<file path="src/rtl/dl_bitwise_pipe.sv">
// dl_bitwise_pipe: run-time selectable bitwise op on two operands, with registered parity/zero flags.
// Latency: NUM_STAGES cycles from accept to out_valid; sustains 1 beat/cycle when unstalled.
// Backpressure: stage k ready = ~vld[k] | ready[k+1]; in_ready drops only once every stage holds a beat.
module dl_bitwise_pipe #(
  parameter int NUM_BITS   = 32,
  parameter int NUM_STAGES = 1
) (
  input  logic                clk,
  input  logic                rst,
  input  logic                in_valid,
  output logic                in_ready,
  input  logic [2:0]          op,
  input  logic [NUM_BITS-1:0] in0,
  input  logic [NUM_BITS-1:0] in1,
  output logic                out_valid,
  input  logic                out_ready,
  output logic [NUM_BITS-1:0] out,
  output logic                out_parity,
  output logic                out_zero
);

  // One pipeline beat: result plus its precomputed reduction flags.
  typedef struct packed {
    logic [NUM_BITS-1:0] dat;
    logic                parity;
    logic                zero;
  } beat_t;

  logic [NUM_BITS-1:0]   res;
  beat_t                 beat_in;
  logic [NUM_STAGES-1:0] stg_vld;
  logic [NUM_STAGES:0]   stg_rdy;
  beat_t                 stg_dat [NUM_STAGES];

  // Operation decode on the offered operands; only captured when the beat is accepted.
  always_comb begin
    res = in0;
    case (op)
      3'b000:  res = in0 & in1;
      3'b001:  res = in0 | in1;
      3'b010:  res = in0 ^ in1;
      3'b011:  res = ~(in0 & in1);
      3'b100:  res = ~(in0 | in1);
      3'b101:  res = ~(in0 ^ in1);
      3'b110:  res = in0 & ~in1;
      default: res = in0;
    endcase
  end

  // Flags are reduced once at entry and carried unchanged down the pipe.
  always_comb begin
    beat_in        = '0;
    beat_in.dat    = res;
    beat_in.parity = ^res;
    beat_in.zero   = ~|res;
  end

  // Ready chain, evaluated from the output end back to the input.
  always_comb begin
    stg_rdy             = '0;
    stg_rdy[NUM_STAGES] = out_ready;
    for (int k = NUM_STAGES - 1; k >= 0; k--) begin
      stg_rdy[k] = ~stg_vld[k] | stg_rdy[k+1];
    end
  end

  // Input is held off during reset so an offered beat is never taken then.
  assign in_ready = stg_rdy[0] & ~rst;

  // Stage registers: valid bits follow every advance, data loads only with a valid beat.
  always_ff @(posedge clk) begin
    if (rst) begin
      stg_vld <= '0;
      for (int k = 0; k < NUM_STAGES; k++) begin
        stg_dat[k] <= '0;
      end
    end else begin
      if (stg_rdy[0]) begin
        stg_vld[0] <= in_valid;
      end
      if (stg_rdy[0] && in_valid) begin
        stg_dat[0] <= beat_in;
      end
      for (int k = 1; k < NUM_STAGES; k++) begin
        if (stg_rdy[k]) begin
          stg_vld[k] <= stg_vld[k-1];
        end
        if (stg_rdy[k] && stg_vld[k-1]) begin
          stg_dat[k] <= stg_dat[k-1];
        end
      end
    end
  end

  assign out_valid  = stg_vld[NUM_STAGES-1];
  assign out        = stg_dat[NUM_STAGES-1].dat;
  assign out_parity = stg_dat[NUM_STAGES-1].parity;
  assign out_zero   = stg_dat[NUM_STAGES-1].zero;

endmodule

</file>
<file path="config.mk">
export PLATFORM = sky130hd
export DESIGN_NAME = dl_bitwise_pipe
export DESIGN_NICKNAME = d
export VERILOG_FILES = /design/src/rtl/dl_bitwise_pipe.sv
export SDC_FILE = /design/constraint.sdc
export NUM_CORES = 1
export LEC_CHECK = 0
export ABC_AREA = 0
export CORE_UTILIZATION = 35
export DETAILED_ROUTE_END_ITERATION = 8
export GPL_TIMING_DRIVEN = 0
export PLACE_DENSITY = 0.61
export SYNTH_ARGS = -nofsm -noshare
export SYNTH_HDL_FRONTEND = slang
export SYNTH_SLANG_ARGS = --single-unit
</file>
<file path="constraint.sdc">
create_clock -name clk -period 8.1 [get_ports clk]
set_clock_uncertainty 0.05 [all_clocks]
set_input_delay 2.025 -clock clk [delete_from_list [all_inputs] [get_ports clk]]
set_output_delay 2.025 -clock clk [all_outputs]
set_load 0.02 [all_outputs]
</file>
==> results.md, run 1 <==
- Outcome: complete, but fails checks
- Violated checks: design-rule violations
- Number of library cell types mapped by synthesis: 52
- Vias in the first global route: 5067
- Combinational family with the most area after synthesis: adder cells
- Number of antenna violations at the first check in global routing: 0
- Final Max Slew Viols: 0
- Source of the worst hold timing path: out_valid
- EDFF count, synth: 34
- Share of Yosys cell area claimed by the top area cell type: 26.1%
- HPWL Detailed: 13.0 mm
- Setup-violating endpoint count in the final report: 0
- Worst setup slack after layout: 2650 ps
- Antenna cells: 0
- Net Count, Synth: 772
- Peak ir drop on the vdd network: 0.0918 mV
- Global-route wire length before repair: 26.1 mm
- Most instantiated cells after synthesis: 112 x sky130_fd_sc_hd__ha_1, 69 x sky130_fd_sc_hd__inv_1, 49 x sky130_fd_sc_hd__nor2_1
- Max-cap violations: 0
- Final instance area: 6820 um^2
- Cts bufs inserted: 5
- Internal portion of total power: 579 uW
- H-tree level count: 2
- Number of sinks handled by clock tree synthesis: 35
- Worst Hold Depth: 3
- Number of cells on the worst reg-to-reg path: 5
- RSZ-0062 raised after global routing: no
- Number of gates given a new drive strength after cts: 0
- Final Util: 46.2%
- Critical Path, Cell by Cell: clkdlybuf4s50_1, nor2b_1, nor2_1, clkdlybuf4s50_1
- Clock insertion delay at the later pin of the skew report: 270 ps
- End point of the worst hold path: out_valid
- Worst min-delay path class: flop to flop
- Top cells by area, synth: sky130_fd_sc_hd__ha_1 26%, sky130_fd_sc_hd__edfxtp_1 19%, sky130_fd_sc_hd__inv_1 4.8%
- Port bufs: 104
- Xor and xnor area share after synthesis: 2.45%
- Global-route congestion overflow total: 0
- Number of buffers inserted by hold repair at cts: 0
- Post-route clock period utilization: 67.2%
- Overall routed net length: 16.6 mm
- Buffer depth of the longest clock path: 2
- Top cell type by total area after synthesis: sky130_fd_sc_hd__ha_1
- DR WL/cell: 18.8 um
- Number of design-rule violations left by the first detailed-router iteration: 293
- Vertical extent of the die: 126 um
- Setup Fix Bufs, Post-CTS: 0
- Type of the worst setup path: input pin to output port
- Clock tree from TritonCTS: built
- Critical Path Start Type: input pin
- CP most frequent cell: sky130_fd_sc_hd__clkdlybuf4s50_1
- Number of logic stages on the critical path including buffering: 4
- Part of the Yosys area used for sequential elements: 19.4%
- Share of power burned in registers: 25.6%
- CP max stage cell: sky130_fd_sc_hd__clkdlybuf4s50_1
- Area fraction in and, or, nand and nor cells after synthesis: 11.0%
- Vias per inst: 5.51
- Total power: 876 uW
- All-Layer GR Usage: 21.0%
- DIE AREA: 15800 um^2
- Register-to-register setup slack: 6320 ps
- Sum of buffers and inverters on the critical path: 2
- Post-route DRC violation count: 1
- Row count: 44
- Post-Place Worst Slack: 2640 ps
- Core footprint: 14800 um^2
- Synthesized instance count: 589
- Hold Fails Final Rpt: 0
- Total number of vias: 4872
- Destination of the worst register-to-register timing path: stg_dat[0][24]
- Synth Warn #: 0
- Final-layout setup total negative slack: 0 ps
- Share of synthesized cell area in full adder, half adder and majority cells: 26.1%
- Share of cell area taken by muxes after synthesis: 7.05%
- Worst Path Max Fanout: 3
- Clock tree root driver cell: sky130_fd_sc_hd__clkbuf_16
- Remaining antenna violation count: 0
- Clk network pwr share: 25.0%
- Post-synthesis instance area: 5360 um^2
- Reg-to-reg critical path startpoint: out_valid
- Relative slew margins: 39.9%
- Main flop type after synthesis: sky130_fd_sc_hd__edfxtp_1
- Standby leakage power: 0.00304 uW
- Crit end category: output port
- I/O pin count: 107
- Highest achievable clock rate: 184 MHz
- Post-synthesis compound-gate area fraction: 23.0%
- FF+latch count, synth: 35
- Number of nets in the layout: 883
- Layout cell share with drive strength beyond 1: 12.0%
- Clock period minus final worst setup slack: 5450 ps
- Critical path arrival: 3370 ps
- Number of iterations in the first detailed-routing pass: 7
- Largest stage delay on the critical path: 550 ps
- Kind of cell adding the most delay to the critical path: buffers and inverters
- Fraction of registers with async set/reset: 0%
- Worst EP required: 6030 ps
- Sw Ratio: 33.9%
- Post-DP Area: 6640 um^2
- Largest net degree at the start of global routing: 35
- Die width: 126 um
- Clock-pin slew reported for the worst setup and hold paths after clock tree synthesis: 50 ps
- Average cell area after synthesis: 9.10 um^2
- Initial Util: 36.3%
- Net Switching: 297 uW
- Ratio of total power to cell area: 129 nW/um^2
- Weighted congestion reported at the end of routability-driven placement: 0.829
- Fraction of power consumed by combinational cells: 49.4%
- Synthesis-to-finish area growth: 27.2%
- Pin slew with the least headroom to its limit: 900 ps
- Count leader, synth: sky130_fd_sc_hd__ha_1
[how the worst max path moves through the flow]
stage | start | end | slack (ps)
2_1_floorplan | out_ready | in_ready | 3640
3_3_place_gp | op[0] | stg_dat[0][1] | 2720
3_5_place_dp | out_ready | in_ready | 2640
4_1_cts | out_ready | in_ready | 2640
5_1_grt | out_ready | in_ready | 2580
6_report | out_ready | in_ready | 2650
[cell type report]
class	count	area, um^2
plain buffers	44	323
clock buffers	6	139
clock inverters	2	35.0
fillers	1427	7940
inverters	69	259
multi-input cells	441	3750
flip-flops and latches	35	1040
well taps	184	230
repair buffers	104	1040
[cell families (layout without fill, tap and decap cells)]
| kind of cell | after synthesis | after routing |
|---|---|---|
| flops | 35 | 35 |
| compound gates | 162 | 162 |
| buf+inv | 113 | 225 |
| mux | 33 | 33 |
| simple gates | 119 | 119 |
| fa+ha+maj | 112 | 112 |
| xor+xnor | 15 | 15 |
[power by group through the flow]
stage                     Clock (uW)  Combinational, uW  Sequential (uW)
final                            219                433              224
after global routing             230                468              226
after CTS                        223                432              225
after detailed placement           0                431              228
after global placement             0                416              228
after floorplan                    0                258              250
[per-layer routing]
metal  vias to the layer above  track usage, %  share of wire (%)  routed length, um
met3                        29            1.74                5.0                836
met2                       199            38.0                 50               8240
met1                      2330            26.1                 44               7260
met4                         0            7.58                1.8                299
li1                       2314               -                  -                  -
met5                         -               0                  0                  0
[worst register-to-register path: stages (launching register included)]
cell and delay, ps:
sky130_fd_sc_hd__dfxtp_1 310, sky130_fd_sc_hd__nor2b_1 320, sky130_fd_sc_hd__nor2_1 100, sky130_fd_sc_hd__nand2_1 220
sky130_fd_sc_hd__clkbuf_1 420, sky130_fd_sc_hd__nor2_1 100
[placed cells by master, fill, tap and decap left out, types with 9 or more instances in the layout]
cell type / n
sky130_fd_sc_hd__edfxtp_1: 34
sky130_fd_sc_hd__o21bai_1: 10
sky130_fd_sc_hd__a211oi_1: 10
sky130_fd_sc_hd__inv_1: 69
sky130_fd_sc_hd__o221ai_1: 22
sky130_fd_sc_hd__a21oi_1: 12
sky130_fd_sc_hd__buf_6: 14
sky130_fd_sc_hd__nor2_1: 49
sky130_fd_sc_hd__buf_2: 15
sky130_fd_sc_hd__mux2i_1: 22
sky130_fd_sc_hd__o21ai_0: 36
sky130_fd_sc_hd__clkdlybuf4s50_1: 104
sky130_fd_sc_hd__o21ai_2: 12
sky130_fd_sc_hd__nand2_1: 18
sky130_fd_sc_hd__o221ai_2: 9
sky130_fd_sc_hd__nor2b_1: 22
sky130_fd_sc_hd__ha_1: 112
sky130_fd_sc_hd__nand2b_1: 11
sky130_fd_sc_hd__xnor2_1: 13
[per-stage QoR]
| stage | instances | hold WS [ps] |
|---|---|---|
| after CTS | 885 | 607 |
| after global routing | 885 | 643 |
| after detailed placement | 877 | 596 |
| after global placement | 877 | 551 |
| after floorplan | 589 | 629 |
| final | 885 | 602 |
[registers in the layout, indices dropped and copies added (netlist names)]
| name | cells |
|---|---|
| out_valid | 1 |
| stg_dat | 34 |
Power figures use the tool's default switching activity.
==> inputs of run 2 (changes only) <==
==> constraint.sdc (replaced) <==
create_clock -name clk -period 5.4 [get_ports clk]
set_clock_uncertainty 0.05 [all_clocks]
set_input_delay 1.35 -clock clk [delete_from_list [all_inputs] [get_ports clk]]
set_output_delay 1.35 -clock clk [all_outputs]
set_load 0.02 [all_outputs]
==> results of run 2 <==
The final DEF is identical to that of run 1. Status: complete, but fails checks: design-rule violations.
Main changes from that run: setup slack after placement 2640 ps -> 727 ps; setup slack after layout 2650 ps -> 954 ps; start point of the critical path out_ready -> op[0]; end point of the critical path in_ready -> stg_dat[0][1]; register-to-register setup slack 6320 ps -> 3620 ps; total power 876 uW -> 1310 uW; worst IR drop on VDD 0.0918 mV -> 0.138 mV
